--- src/rtl/spi_slave_if.sv ---
// Wishbone register-port bundle shared by the SoC's bus peripherals.
// 32-bit data; dat_i flows master->slave, dat_o slave->master.
`timescale 1ns/1ps
interface if_wb;
  logic        cyc;
  logic        stb;
  logic        we;
  logic [3:0]  sel;
  logic [31:0] adr;
  logic [31:0] dat_i;
  logic [31:0] dat_o;
  logic        ack;
  logic        stall;

  modport master (output cyc, stb, we, sel, adr, dat_i, input dat_o, ack, stall);
  modport slave  (input cyc, stb, we, sel, adr, dat_i, output dat_o, ack, stall);
endinterface

--- src/rtl/spi_slave.sv ---
// SPI target with oversampled sclk/mosi/ss_n and a Wishbone TX/RX/status port.
// Define SPI_SLAVE_IRQ_EN to add the level interrupt output and conf[6:4].
`timescale 1ns/1ps
module spi_slave #(
  parameter int unsigned CLKFREQ = 10000000
) (
  input  logic clk_i,
  input  logic rst_ni,
  input  logic sclk,
  input  logic mosi,
  input  logic ss_n,
  output logic miso,
  output logic miso_oe,
`ifdef SPI_SLAVE_IRQ_EN
  output logic irq,
`endif
  if_wb.slave  bus
);

  typedef enum logic {ST_IDLE, ST_DONE} bus_state_t;

`ifdef SPI_SLAVE_IRQ_EN
  localparam logic [7:0] CONF_MASK = 8'hFF;
`else
  localparam logic [7:0] CONF_MASK = 8'h8F;
`endif

  if (CLKFREQ == 0) begin : g_bad_clkfreq
    $error("spi_slave: CLKFREQ must be non-zero");
  end

  logic [2:0] sclk_q;
  logic [2:0] ss_q;
  logic [1:0] mosi_q;

  bus_state_t state;
  logic [7:0] conf;
  logic [7:0] tx_hold;
  logic [7:0] tx_sr;
  logic [7:0] rx_sr;
  logic [7:0] rx_data;
  logic       tx_valid;
  logic       rx_full;
  logic       overrun;
  logic       underrun;
  logic       active;
  logic [2:0] bitcnt;

  // sclk and ss_n get a third stage for edge detection; mosi is taken from
  // stage 2 so all three inputs line up at the same clock.
  always_ff @(posedge clk_i or negedge rst_ni) begin
    if (!rst_ni) begin
      sclk_q <= '0;
      mosi_q <= '0;
      // NOTE: ss_n history resets low so a master still selecting us when reset
      // is released cannot look like a fresh frame start.
      ss_q   <= '0;
    end else begin
      sclk_q <= {sclk_q[1:0], sclk};
      mosi_q <= {mosi_q[0], mosi};
      ss_q   <= {ss_q[1:0], ss_n};
    end
  end

  logic        sclk_rise, sclk_fall, lead_edge, trail_edge;
  logic        frame_start, frame_end, do_sample, do_shift, tx_load, byte_done;
  logic        bus_req, wr_data, rd_data, wr_ctrl, rx_free;
  logic [7:0]  rx_byte;
  logic [31:0] status;

  assign sclk_rise   = sclk_q[1] & ~sclk_q[2];
  assign sclk_fall   = ~sclk_q[1] & sclk_q[2];
  assign lead_edge   = conf[1] ? sclk_fall : sclk_rise;
  assign trail_edge  = conf[1] ? sclk_rise : sclk_fall;
  assign frame_start = ~ss_q[1] & ss_q[2];
  assign frame_end   = ss_q[1] & ~ss_q[2];
  assign do_sample   = active & ~frame_end & (conf[0] ? trail_edge : lead_edge);
  assign do_shift    = active & ~frame_end & (conf[0] ? lead_edge : trail_edge);
  assign tx_load     = (frame_start & ~conf[0]) | (do_shift & (bitcnt == 3'd0));
  assign byte_done   = do_sample & (bitcnt == 3'd7);
  assign rx_byte     = {rx_sr[6:0], mosi_q[1]};

  assign bus_req = (state == ST_IDLE) & bus.cyc & bus.stb;
  assign wr_data = bus_req & bus.we & ~bus.adr[2];
  assign rd_data = bus_req & ~bus.we & ~bus.adr[2];
  assign wr_ctrl = bus_req & bus.we & bus.adr[2];
  // A data read in the same cycle as a completed byte frees the buffer for it.
  assign rx_free = ~rx_full | rd_data;
  assign status  = {8'h0, conf, 11'h0, active, underrun, overrun, ~tx_valid, rx_full};

  assign miso_oe   = active;
  assign bus.stall = 1'b0;

  always_ff @(posedge clk_i or negedge rst_ni) begin
    if (!rst_ni) begin
      state     <= ST_IDLE;
      bus.ack   <= 1'b0;
      bus.dat_o <= '0;
      conf      <= '0;
      tx_hold   <= '0;
      tx_sr     <= '1;
      rx_sr     <= '0;
      rx_data   <= '0;
      tx_valid  <= 1'b0;
      rx_full   <= 1'b0;
      overrun   <= 1'b0;
      underrun  <= 1'b0;
      active    <= 1'b0;
      bitcnt    <= '0;
      miso      <= 1'b1;
`ifdef SPI_SLAVE_IRQ_EN
      irq       <= 1'b0;
`endif
    end else begin
      if (frame_end) begin
        active <= 1'b0;
        bitcnt <= '0;
      end else if (frame_start) begin
        active <= 1'b1;
        bitcnt <= '0;
      end else if (do_sample) begin
        rx_sr  <= rx_byte;
        bitcnt <= bitcnt + 3'd1;
      end

      if (tx_load)       tx_sr <= tx_valid ? tx_hold : 8'hFF;
      else if (do_shift) tx_sr <= {tx_sr[6:0], 1'b0};

      miso <= active ? tx_sr[7] : 1'b1;

      // NOTE: clears are issued before sets; the last non-blocking assignment
      // to a register wins, which gives sets priority in the same cycle.
      if (rd_data) rx_full <= 1'b0;
      if (wr_ctrl && bus.sel[0]) begin
        if (bus.dat_i[2]) overrun  <= 1'b0;
        if (bus.dat_i[3]) underrun <= 1'b0;
      end
      if (tx_load) begin
        if (tx_valid) tx_valid <= 1'b0;
        else          underrun <= 1'b1;
      end
      if (wr_data) begin
        tx_hold  <= bus.dat_i[7:0];
        tx_valid <= 1'b1;
      end
      if (byte_done) begin
        if (rx_free) begin
          rx_data <= rx_byte;
          rx_full <= 1'b1;
        end else begin
          overrun <= 1'b1;
        end
      end
      if (wr_ctrl && bus.sel[2] && !active) conf <= bus.dat_i[23:16] & CONF_MASK;

      case (state)
        ST_IDLE: begin
          if (bus.cyc && bus.stb) begin
            state   <= ST_DONE;
            bus.ack <= 1'b1;
            if (!bus.we) bus.dat_o <= bus.adr[2] ? status : {24'h0, rx_data};
          end
        end
        default: begin
          state   <= ST_IDLE;
          bus.ack <= 1'b0;
        end
      endcase

`ifdef SPI_SLAVE_IRQ_EN
      irq <= (rx_full & conf[4]) | (~tx_valid & conf[5]) | ((overrun | underrun) & conf[6]);
`endif
    end
  end

  logic unused_bus_bits;
  assign unused_bus_bits = ^{bus.adr[31:3], bus.adr[1:0], bus.sel[3], bus.sel[1],
                             bus.dat_i[31:24], bus.dat_i[15:8]};

endmodule

--- src/flat_wrapper.sv ---
// flat-port wrapper written by rule: the top's interface ports become plain ports
module spi_slave_flat 
#(
  parameter int unsigned CLKFREQ = 10000000
)
  (clk_i, rst_ni, sclk, mosi, ss_n, miso, miso_oe, bus_cyc, bus_stb, bus_we, bus_sel, bus_adr, bus_dat_i, bus_dat_o, bus_ack, bus_stall);
  if_wb bus_i ();
  input  logic clk_i;
  input  logic rst_ni;
  input  logic sclk;
  input  logic mosi;
  input  logic ss_n;
  output logic miso;
  output logic miso_oe;
  input wire logic [$bits(bus_i.cyc)-1:0] bus_cyc;
  input wire logic [$bits(bus_i.stb)-1:0] bus_stb;
  input wire logic [$bits(bus_i.we)-1:0] bus_we;
  input wire logic [$bits(bus_i.sel)-1:0] bus_sel;
  input wire logic [$bits(bus_i.adr)-1:0] bus_adr;
  input wire logic [$bits(bus_i.dat_i)-1:0] bus_dat_i;
  output wire logic [$bits(bus_i.dat_o)-1:0] bus_dat_o;
  output wire logic [$bits(bus_i.ack)-1:0] bus_ack;
  output wire logic [$bits(bus_i.stall)-1:0] bus_stall;
  assign bus_i.cyc = bus_cyc;
  assign bus_i.stb = bus_stb;
  assign bus_i.we = bus_we;
  assign bus_i.sel = bus_sel;
  assign bus_i.adr = bus_adr;
  assign bus_i.dat_i = bus_dat_i;
  assign bus_dat_o = bus_i.dat_o;
  assign bus_ack = bus_i.ack;
  assign bus_stall = bus_i.stall;
  spi_slave #(.CLKFREQ(CLKFREQ)) u_core (.clk_i(clk_i), .rst_ni(rst_ni), .sclk(sclk), .mosi(mosi), .ss_n(ss_n), .miso(miso), .miso_oe(miso_oe), .bus(bus_i));
endmodule
--- config.mk ---
export PLATFORM = sky130hd
export DESIGN_NAME = spi_slave_flat
export DESIGN_NICKNAME = d
export VERILOG_FILES = /design/src/rtl/spi_slave_if.sv /design/src/rtl/spi_slave.sv /design/src/flat_wrapper.sv
export SDC_FILE = /design/constraint.sdc
export NUM_CORES = 1
export LEC_CHECK = 0
export ABC_AREA = 1
export CORE_ASPECT_RATIO = 1.25
export CORE_MARGIN = 4
export CORE_UTILIZATION = 45
export DETAILED_ROUTE_END_ITERATION = 8
export GPL_ROUTABILITY_DRIVEN = 0
export PLACE_DENSITY = 0.8
export SYNTH_ARGS = -nofsm -noshare
export SYNTH_HDL_FRONTEND = slang
export SYNTH_SLANG_ARGS = --single-unit
--- constraint.sdc ---
create_clock -name clk_i -period 1.55 [get_ports clk_i]
set_input_delay 0.155 -clock clk_i [delete_from_list [all_inputs] [get_ports clk_i]]
set_output_delay 0.155 -clock clk_i [all_outputs]
set_load 0.01 [all_outputs]
==> run metrics, run 1 <==
PD cells 1360 nW/um^2; Detailed Routing Iterations Pass 1 4; status finished, final reports clean; Mean Syn Cell Area 8.96 um^2; Die Y about 100 um; port buffer count 39; part of the cycle the worst path needs ~93%; Place WS -0.123 ns; final total power 5.27 mW; Rows 33; Clock transition at path regs 0.07 ns; crit-path cells clkdlybuf4s50_1; fmax roughly 0.69 GHz; Via density 4.85; via count between 2000 and 2500; maximum VDD drop ~510 uV; Arr. time, crit path about 1.3 ns; vias in the first global route 2294; RSZ-0062 raised after global routing no; Synthesis Warnings 0; TritonCTS clock tree built; commonest non-fill, non-tap cell in the layout nand2_1; Top Ports around 110; Synth cell types 24; core footprint 6650 um^2; Area Overhead vs Synth 25.0%; Final setup violation count 0; slowest stage delay, CP approximately 0.56 ns; PnR worst setup slack around 0.11 ns; Hold WC Path Type in -> async; CP Buf/Inv Count 1; Post-synth EDFFs 0; largest net degree at the start of global routing 57; total gr overflow 0; CP Max Fanout 3; initial DRC count 167; # Max-Cap Violations 0; TritonCTS Sinks 68; Mapped Cells 347; layout cells sized above 1 between 10% and 20%; final routed DRC violation total 0; Top delay family on crit path buffers and inverters; nets@finish roughly 500; # H-tree levels 3; hold slack between 0.2 and 0.25 ns; Worst EP required ~1.4 ns; GRT Total Usage ~16%; post-DP HPWL about 4.5 mm; antenna cell count 0; Clk Tree Root Cell clkbuf_8; first-pass GRT wire length 10.2 mm; CTS max path bufs 2; clk_skew ~0.008 ns; Die Area slightly above 8000 um^2; Seq cells post-synth just under 70; initial core utilization 46.8%; Crit Path Category reg -> out; Post-Route WL about 6.3 mm; leakage around 2 nW; Critical Path Start Type register; Post-synth ARST share 100%; Inserted Clock Buffers 9; main flop type after synthesis dfrtp_1; endpoint class of the critical path output port; die extent in x 82.3 um; max-slew violations 0; remaining antenna violation count 0; Clk Latency, worst-skew pair approximately 0.34 ns; CP max-delay cell clkdlybuf4s50_1; WL/cell between 10 and 15 um; initial antenna violation count 0; commonest cells after routing, fill and taps aside nand2_1, dfrtp_1, inv_1, clkdlybuf4s50_1, nand3_1; Final min period between 1 and 1.5 ns; Post-Syn Area 3110 um^2; Final Hold Fails 0; sequential fraction of the synthesis area between 50 and 60%
## synthesized netlist by cell type (6+ instances only)
library cell | instances | share of area (%)
mux2_2 | 6 | 2.2
o21ai_0 | 30 | 4.8
nand3_1 | 32 | 5.2
dfstp_2 | 9 | 7.6
nor2_1 | 14 | 1.7
nand4_1 | 8 | 1.6
inv_1 | 37 | 4.5
nand2_1 | 95 | 11
dfrtp_1 | 59 | 48
buf_4 | 20 | 4.8
## where the power goes
group	switching [mW]	internal [mW]
clock network	0.609	0.835
logic	0.818	0.611
registers	0.197	2.20
total	1.62	3.65
## per-stage QoR
stage / utilization [%] / setup TNS [ns] / cells / cell area [um^2]
after global placement: 54.2 / -0.492 / 479 / 3610
after detailed placement: 54.2 / -1.12 / 479 / 3610
after CTS: 57.4 / 0 / 496 / 3810
final: 58.4 / 0 / 499 / 3880
after floorplan: - / 0 / 366 / 3180
after global routing: 58.4 / 0 / 499 / 3880
## timing repair
action | 4_1_cts | 5_1_grt
setup buffers | 0 | 2
hold buffers | 1 | 0
hold endpoints to repair | 12 | 0
gates cloned | 0 | 1
endpoints found under the setup margin | 7 | 29
pin swaps | 0 | 1
gates resized for setup | 1 | 15
## path summary, 6_finish.rpt
| kind | from | end | cells past startpoint | slack, ns |
|---|---|---|---|---|
| max in group asynchronous | rst_ni | u_core.tx_sr[0]$_DFFE_PN1P_ | 3 | 0.67 |
| worst max-delay path | u_core.miso_oe$_DFFE_PN0P_ | miso_oe | 1 | 0.11 |
| worst min register to register | u_core.sclk_q[0]$_DFF_PN0_ | u_core.sclk_q[1]$_DFF_PN0_ | 0 | 0.35 |
| worst max register to register | u_core.ss_q[1]$_DFF_PN0_ | u_core.underrun$_DFF_PN0_ | 8 | 0.13 |
| min in group clk_i | mosi | u_core.mosi_q[0]$_DFF_PN0_ | 1 | 0.25 |
| worst min-delay path | rst_ni | u_core.bus.ack$_DFFE_PN0P_ | 2 | 0.23 |
## cell type report
type / instances / area [um^2]
Fill cell: 560 / 2760
Sequential cell: 68 / 1710
Inverter: 39 / 146
Clock inverter: 1 / 30.0
Multi-Input combinational cell: 230 / 1170
Timing Repair Buffer: 59 / 553
Tap cell: 87 / 109
Clock buffer: 15 / 166
## layer usage
metal	GRT usage, %	routed length, um	vias to the layer above
met4	7.93	138	0
li1	-	-	1192
met1	20.3	2480	1148
met3	3.94	390	11
met2	26.2	3290	70
met5	0	0	-
## logic make-up after synthesis
kind of cell | share of synthesized area (%)
AOI/OAI and AO/OA | 6.64
other | 0.121
and+or+nand+nor | 22.5
DFF | 55.1
buffers and inverters | 11.4
muxes | 2.17
adders and majority gates | 2.01
## sequential cells by signal, indices dropped and copies added, names as in the netlist
| name | cells |
|---|---|
| u_core.ss_q | 3 |
| u_core.miso_oe | 1 |
| u_core.tx_valid | 1 |
| u_core.sclk_q | 3 |
| u_core.underrun | 1 |
| u_core.mosi_q | 2 |
| u_core.miso | 1 |
| u_core.rx_sr | 7 |
| u_core.conf | 5 |
| u_core.bus.ack | 1 |
| u_core.tx_sr | 8 |
| u_core.bitcnt | 3 |
| u_core.rx_data | 8 |
| u_core.state | 1 |
| u_core.overrun | 1 |
| u_core.rx_full | 1 |
| u_core.tx_hold | 8 |
| u_core.bus.dat_o | 13 |
Power figures use the tool's default switching activity.
==> inputs of run 2 (changes only) <==
- CTS_CLUSTER_DIAMETER: default -> 200
==> results of run 2 <==
No change in the layout: final DEF, timing and power equal those of run 1.
